File: src/rtl/pirdsp_mac_pkg.sv
// Shared types and width helpers for the tiled PIRDSP multiply-accumulate pipeline.
package pirdsp_mac_pkg;

    localparam logic MODE_FULL = 1'b0;
    localparam logic MODE_DOT  = 1'b1;

    function automatic int full_w(input int sub_w, input int tiles);
        return sub_w * tiles;
    endfunction

    function automatic int prod_w(input int sub_w, input int tiles);
        return 2 * full_w(sub_w, tiles);
    endfunction

    // Lane sum needs headroom of clog2(lanes) over a single 2*SUB_W product.
    function automatic int dot_w(input int sub_w, input int tiles);
        return 2 * sub_w + $clog2(tiles * tiles);
    endfunction

    typedef struct packed {
        logic valid;
        logic mode;
        logic a_sign;
        logic b_sign;
        logic acc_en;
        logic acc_clear;
    } stage_ctrl_t;

endpackage

File: src/rtl/pirdsp_mul_sub.sv
// Combinational SUB_W x SUB_W multiplier; each operand is independently signed or unsigned.
// The 2*SUB_W result is signed if either operand is signed, otherwise unsigned.
module pirdsp_mul_sub #(
    parameter int SUB_W = 9
) (
    input  logic [SUB_W-1:0]   x,
    input  logic [SUB_W-1:0]   y,
    input  logic               x_sign,
    input  logic               y_sign,
    output logic [2*SUB_W-1:0] p
);

    logic signed [SUB_W:0]     xs;
    logic signed [SUB_W:0]     ys;
    logic signed [2*SUB_W+1:0] prod;

    // One guard bit turns either interpretation into a signed operand; the exact
    // product always fits back into 2*SUB_W bits.
    assign xs   = {x_sign & x[SUB_W-1], x};
    assign ys   = {y_sign & y[SUB_W-1], y};
    assign prod = xs * ys;
    assign p    = prod[2*SUB_W-1:0];

endmodule

File: src/rtl/pirdsp_mac_tiled_pipe.sv
// Tiled multiplier (one wide product or TILES^2-lane dot product) with accumulator and sticky overflow.
// Three register stages, 1 beat/cycle; an unaccepted output freezes every stage and deasserts in_ready.
module pirdsp_mac_tiled_pipe
    import pirdsp_mac_pkg::*;
#(
    parameter int SUB_W = 9,
    parameter int TILES = 3,
    parameter int ACC_W = 64
) (
    input  logic                         clk,
    input  logic                         reset,
    input  logic                         in_valid,
    output logic                         in_ready,
    input  logic [TILES*TILES*SUB_W-1:0] a,
    input  logic [TILES*TILES*SUB_W-1:0] b,
    input  logic                         a_sign,
    input  logic                         b_sign,
    input  logic                         mode,
    input  logic                         acc_en,
    input  logic                         acc_clear,
    output logic                         out_valid,
    input  logic                         out_ready,
    output logic [ACC_W-1:0]             result,
    output logic                         acc_ovf
);

    localparam int LANES  = TILES * TILES;
    localparam int PP_W   = 2 * SUB_W;
    localparam int PROD_W = prod_w(SUB_W, TILES);
    localparam int DOT_W  = dot_w(SUB_W, TILES);

    stage_ctrl_t              s1_ctrl;
    stage_ctrl_t              s2_ctrl;
    logic [LANES*SUB_W-1:0]   s1_a;
    logic [LANES*SUB_W-1:0]   s1_b;
    logic [LANES*PP_W-1:0]    pp;
    logic [LANES*PP_W-1:0]    s2_pp;
    logic [PROD_W-1:0]        full_term [LANES];
    logic [DOT_W-1:0]         dot_term  [LANES];
    logic [PROD_W-1:0]        full_sum;
    logic [DOT_W-1:0]         dot_sum;
    logic                     prod_signed;
    logic [ACC_W-1:0]         prod_ext;
    logic [ACC_W-1:0]         base;
    logic [ACC_W:0]           sum;
    logic                     add_ovf;
    logic [ACC_W-1:0]         acc;
    logic [ACC_W-1:0]         acc_next;
    logic                     ovf_next;
    logic                     stall;

    assign stall    = out_valid & ~out_ready;
    assign in_ready = ~stall;
    assign result   = acc;

    for (genvar i = 0; i < TILES; i++) begin : g_row
        for (genvar j = 0; j < TILES; j++) begin : g_col
            localparam int   K     = i * TILES + j;
            localparam int   SH    = (i + j) * SUB_W;
            localparam logic TOP_A = (i == TILES - 1);
            localparam logic TOP_B = (j == TILES - 1);

            logic [SUB_W-1:0] x;
            logic [SUB_W-1:0] y;
            logic             x_sign;
            logic             y_sign;
            logic             p_signed;
            logic [PP_W-1:0]  part;

            // FULL pairs A tile i with B tile j; DOT pairs lane K with lane K.
            assign x      = (s1_ctrl.mode == MODE_DOT) ? s1_a[K*SUB_W +: SUB_W] : s1_a[i*SUB_W +: SUB_W];
            assign y      = (s1_ctrl.mode == MODE_DOT) ? s1_b[K*SUB_W +: SUB_W] : s1_b[j*SUB_W +: SUB_W];
            assign x_sign = s1_ctrl.a_sign & ((s1_ctrl.mode == MODE_DOT) | TOP_A);
            assign y_sign = s1_ctrl.b_sign & ((s1_ctrl.mode == MODE_DOT) | TOP_B);

            pirdsp_mul_sub #(.SUB_W(SUB_W)) u_mul (
                .x      (x),
                .y      (y),
                .x_sign (x_sign),
                .y_sign (y_sign),
                .p      (pp[K*PP_W +: PP_W])
            );

            // Signedness of a stored partial is re-derived from the S2 controls.
            assign part     = s2_pp[K*PP_W +: PP_W];
            assign p_signed = (s2_ctrl.mode == MODE_DOT)
                            ? (s2_ctrl.a_sign | s2_ctrl.b_sign)
                            : ((s2_ctrl.a_sign & TOP_A) | (s2_ctrl.b_sign & TOP_B));
            assign full_term[K] = {{(PROD_W-PP_W){p_signed & part[PP_W-1]}}, part} << SH;
            assign dot_term[K]  = {{(DOT_W-PP_W){p_signed & part[PP_W-1]}}, part};
        end
    end

    always_comb begin
        full_sum = '0;
        dot_sum  = '0;
        for (int k = 0; k < LANES; k++) begin
            full_sum = full_sum + full_term[k];
            dot_sum  = dot_sum + dot_term[k];
        end

        prod_signed = s2_ctrl.a_sign | s2_ctrl.b_sign;
        if (s2_ctrl.mode == MODE_DOT) begin
            prod_ext = {{(ACC_W-DOT_W){prod_signed & dot_sum[DOT_W-1]}}, dot_sum};
        end else begin
            prod_ext = {{(ACC_W-PROD_W){prod_signed & full_sum[PROD_W-1]}}, full_sum};
        end

        base = s2_ctrl.acc_clear ? '0 : acc;
        sum  = {1'b0, base} + {1'b0, prod_ext};
        // Signed beats overflow when like-signed operands yield an opposite-signed sum.
        add_ovf  = prod_signed
                 ? ((base[ACC_W-1] == prod_ext[ACC_W-1]) & (sum[ACC_W-1] != base[ACC_W-1]))
                 : sum[ACC_W];
        acc_next = s2_ctrl.acc_en ? sum[ACC_W-1:0] : prod_ext;
        ovf_next = (~s2_ctrl.acc_clear & acc_ovf) | (s2_ctrl.acc_en & add_ovf);
    end

    always_ff @(posedge clk) begin
        if (reset) begin
            s1_ctrl   <= '0;
            s2_ctrl   <= '0;
            out_valid <= 1'b0;
            acc       <= '0;
            acc_ovf   <= 1'b0;
        end else if (!stall) begin
            s1_ctrl   <= '{in_valid, mode, a_sign, b_sign, acc_en, acc_clear};
            s2_ctrl   <= s1_ctrl;
            out_valid <= s2_ctrl.valid;
            if (s2_ctrl.valid) begin
                acc     <= acc_next;
                acc_ovf <= ovf_next;
            end
        end
    end

    // Datapath registers carry no reset; their stage valid qualifies them.
    always_ff @(posedge clk) begin
        if (!stall) begin
            s1_a  <= a;
            s1_b  <= b;
            s2_pp <= pp;
        end
    end

endmodule
File: config.mk
export PLATFORM = sky130hd
export DESIGN_NAME = pirdsp_mac_tiled_pipe
export DESIGN_NICKNAME = d
export VERILOG_FILES = /design/src/rtl/pirdsp_mac_pkg.sv /design/src/rtl/pirdsp_mul_sub.sv /design/src/rtl/pirdsp_mac_tiled_pipe.sv
export SDC_FILE = /design/constraint.sdc
export NUM_CORES = 2
export LEC_CHECK = 0
export CORE_UTILIZATION = 60
export DETAILED_ROUTE_END_ITERATION = 10
export GPL_TIMING_DRIVEN = 0
export PLACE_DENSITY = 0.79
export SYNTH_ARGS = -nofsm -noshare
export SYNTH_HDL_FRONTEND = slang
export SYNTH_SLANG_ARGS = --single-unit
File: constraint.sdc
create_clock -name clk -period 27.5 [get_ports clk]
set_input_delay 8.25 -clock clk [delete_from_list [all_inputs] [get_ports clk]]
set_output_delay 8.25 -clock clk [all_outputs]
set_load 0.02 [all_outputs]
==> flow_metrics.py <==
metrics = {
    "status": {
        "status": "finished, final reports clean",
    },
    "sta": {
        "hold_viol_final": 0,
        "max_freq_ghz": 0.0522,
        "worst_pin_slew_ns": 1.48,
        "fin_crit_sh": 0.697,
        "finalMaxSlewViolations": 0,
        "rsz0062_at_grt": "no",
        "setup_tns_ns": 0,
        "holdWs_ns": 0.462,
        "skew_ns": 0.0441,
        "maxSlewHeadroom": 0.0132,
        "setup_violations": 0,
        "fin_crit_ns": 19.16,
    },
    "yosys": {
        "async_flop_share": 0,
        "synth_area_sq_um": 61100,
        "syn_nets": 8171,
        "synth_cells": 6382,
        "yosys_register_bits": 402,
        "yosys_warnings": 0,
        "synth-edff-count": 324,
        "syn_avg_cell_area_sq_um": 9.57,
        "synth_top_area_cell": "fa_1",
        "synth_cell_types": 80,
        "synthTopCellsByArea": "fa_1 33%, edfxtp_1 16%, ha_1 13%, inv_1 6.8%, nand2_1 4.7%",
        "synth_top_cell_area_share": 0.328,
        "ys.flop_type": "edfxtp_1",
        "synth-seq-area-share": 0.185,
    },
    "clock_network": {
        "clock_latency_ns": 0.67,
        "post_cts_buffers": 0,
        "cts_tree": "done",
        "cts.reportedPaths.clkPinSlew_ns": 0.06,
        "cts_hold_buf": 0,
        "cts_root_buffer": "clkbuf_16",
        "clock-sinks": 402,
        "htree_levels": 2,
        "cts_resized": 0,
        "cts_inserted_buffers": 48,
        "cts_buffer_depth": 3,
    },
    "placement": {
        "portBuffers": 236,
        "placed_cell_area_sq_um": 65300,
        "place.gp.congestion": 1.04,
        "dp_hpwl_microns": 163000,
    },
    "min_path": {
        "holdPathEnd": "s2_ctrl[0]",
        "hp-start": "s1_ctrl[0]",
        "hold_path_class": "flip-flop to flip-flop",
        "holdPathStages": 2,
    },
    "finish": {
        "mostFrequentLayoutCells": "1112 x inv_1, 1001 x fa_1, 768 x nand2_1",
        "seq_area_sq_um": 11300,
        "fin_util": 0.666,
        "multi_input_area_sq_um": 45000,
        "fillerInstances": 8097,
        "fin_area_sq_um": 66900,
        "nNetsFinal": 8466,
        "final_common_cell": "inv_1",
        "final_layout_size_suffix_gt1_frac": 0.0246,
        "area_delta_synth_final_pct": 9.53,
    },
    "worst_setup_path": {
        "reg2regPathDepth": 39,
        "cp-end-kind": "output port",
        "cp_top_family": "buffers and inverters",
        "cp_common_cell": "buf_12",
        "crit_type": "input pin to output port",
        "slowest_delay_ns": 0.63,
        "crit_cells": 9,
        "r2r-start": "s2_pp[18]",
        "cp.required_ns": 19.25,
        "worst_setup_path_start_kind": "input pin",
        "rrSetupSlack_ns": 16.28,
        "r2r-end": "result[63]",
        "worstPathCellList": "clkdlybuf4s50_1 > nor2b_1 > inv_1 > buf_2 > buf_12 > buf_12 > buf_12 > buf_12 > clkdlybuf4s50_1",
        "cp_slowest_cell": "clkdlybuf4s50_1",
        "critical_path_buf_inv_count": 8,
        "cp.arrival_ns": 10.91,
        "crit_fanout": 41,
    },
    "detailed_routing": {
        "routed_wl_microns": 192000,
        "drt-initial-drc-count": 4354,
        "ant_nets": 0,
        "vias": 47000,
        "drc": 0,
        "wire_per_inst_microns": 23.8,
        "first_pass_iters": 8,
        "via_per_inst": 5.82,
    },
    "die": {
        "chipWidth_microns": 321,
        "initial_core_util": 0.608,
        "die_area_sq_um": 103000,
        "dieHeight_microns": 321,
        "num_rows": 116,
        "core-area_sq_um": 100000,
        "ios": 238,
    },
    "global_route": {
        "grt_pass1_vias": 48300,
        "overflow": 0,
        "grt_first_pass_wirelength_microns": 289000,
        "globalRouteTotalUtil": 0.381,
        "antenna_found_initial": 16,
        "grt_max_degree": 45,
    },
    "flow_run": {
        "max_cap_violations": 0,
    },
}
[worst min-delay path, cell delays in order, from the launching register on]
cell and delay, ns:
dfxtp_1 0.31, nand2_1 0.06, a21oi_1 0.05
[registers in the layout (all words and copies together) (netlist names), 4 cells and up]
register / flops
result: 64
s1_a: 81
s1_b: 81
s1_ctrl: 4
s2_ctrl: 6
s2_pp: 162
[layout make-up]
| type | count | area share |
|---|---|---|
| Timing Repair Buffer | 245 | 0.0380 |
| Clock buffer | 55 | 0.0187 |
| Tap cell | 1357 | 0.0254 |
| Antenna cell | 7 | 0.000262 |
| Clock inverter | 33 | 0.00464 |
| Sequential cell | 402 | 0.169 |
| Buffer | 156 | 0.00905 |
| Multi-Input combinational cell | 4711 | 0.673 |
| Inverter | 1113 | 0.0624 |
[through the flow]
step	std cells	worst slack, ns
2_1_floorplan	6382	1.76
3_5_place_dp	7984	8.37
5_1_grt	8072	8.21
4_1_cts	8072	8.37
6_report	8079	8.34
3_3_place_gp	7975	-4.36
[routing by layer]
metal	wire, microns	share of wire	vias to the layer above	global-route usage
li1	-	-	21000	-
met1	72300	0.38	23200	0.471
met2	87600	0.46	2245	0.608
met3	17100	0.089	548	0.0819
met4	14900	0.078	10	0.242
met5	57	0.00030	-	0
[cell families (layout without fill, tap and decap cells)]
logic type                 count (synthesis)  after routing  synth area share
and+or+nand+nor                         1817           1817             0.136
adders and majority gates               1618           1618             0.454
buffers and inverters                   1269           1602            0.0782
AOI/OAI and AO/OA                        882            882            0.0896
DFF                                      402            402             0.185
xor gates and xnor gates                 369            369            0.0529
muxes                                     25             25           0.00434
other                                      0              7                 0
[cells in the mapped netlist (22+ instances only)]
cell         n
inv_1     1112
fa_1      1001
nand2_1    768
ha_1       617
nor2_1     436
a21oi_1    374
edfxtp_1   324
xnor2_1    288
nor2b_1    169
o21ai_0    145
clkbuf_1   133
and2_1     129
a21o_1      93
nand2b_1    91
xor2_1      81
dfxtp_1     78
a211oi_1    51
nand3_1     48
nor3_1      42
o21bai_1    37
nand4_1     33
and3_1      30
or2_2       29
o21a_1      23
o211ai_1    22
[worst max path at each step]
stage / slack [ns] / end / start
2_1_floorplan: 1.76 / in_ready / out_ready
3_3_place_gp: -4.36 / in_ready / out_ready
3_5_place_dp: 8.37 / in_ready / out_ready
4_1_cts: 8.37 / in_ready / out_ready
5_1_grt: 8.21 / in_ready / out_ready
6_report: 8.34 / in_ready / out_ready
Power is not shown: default switching activity piles up to over one toggle a cycle in this logic, so the estimate is an artifact.
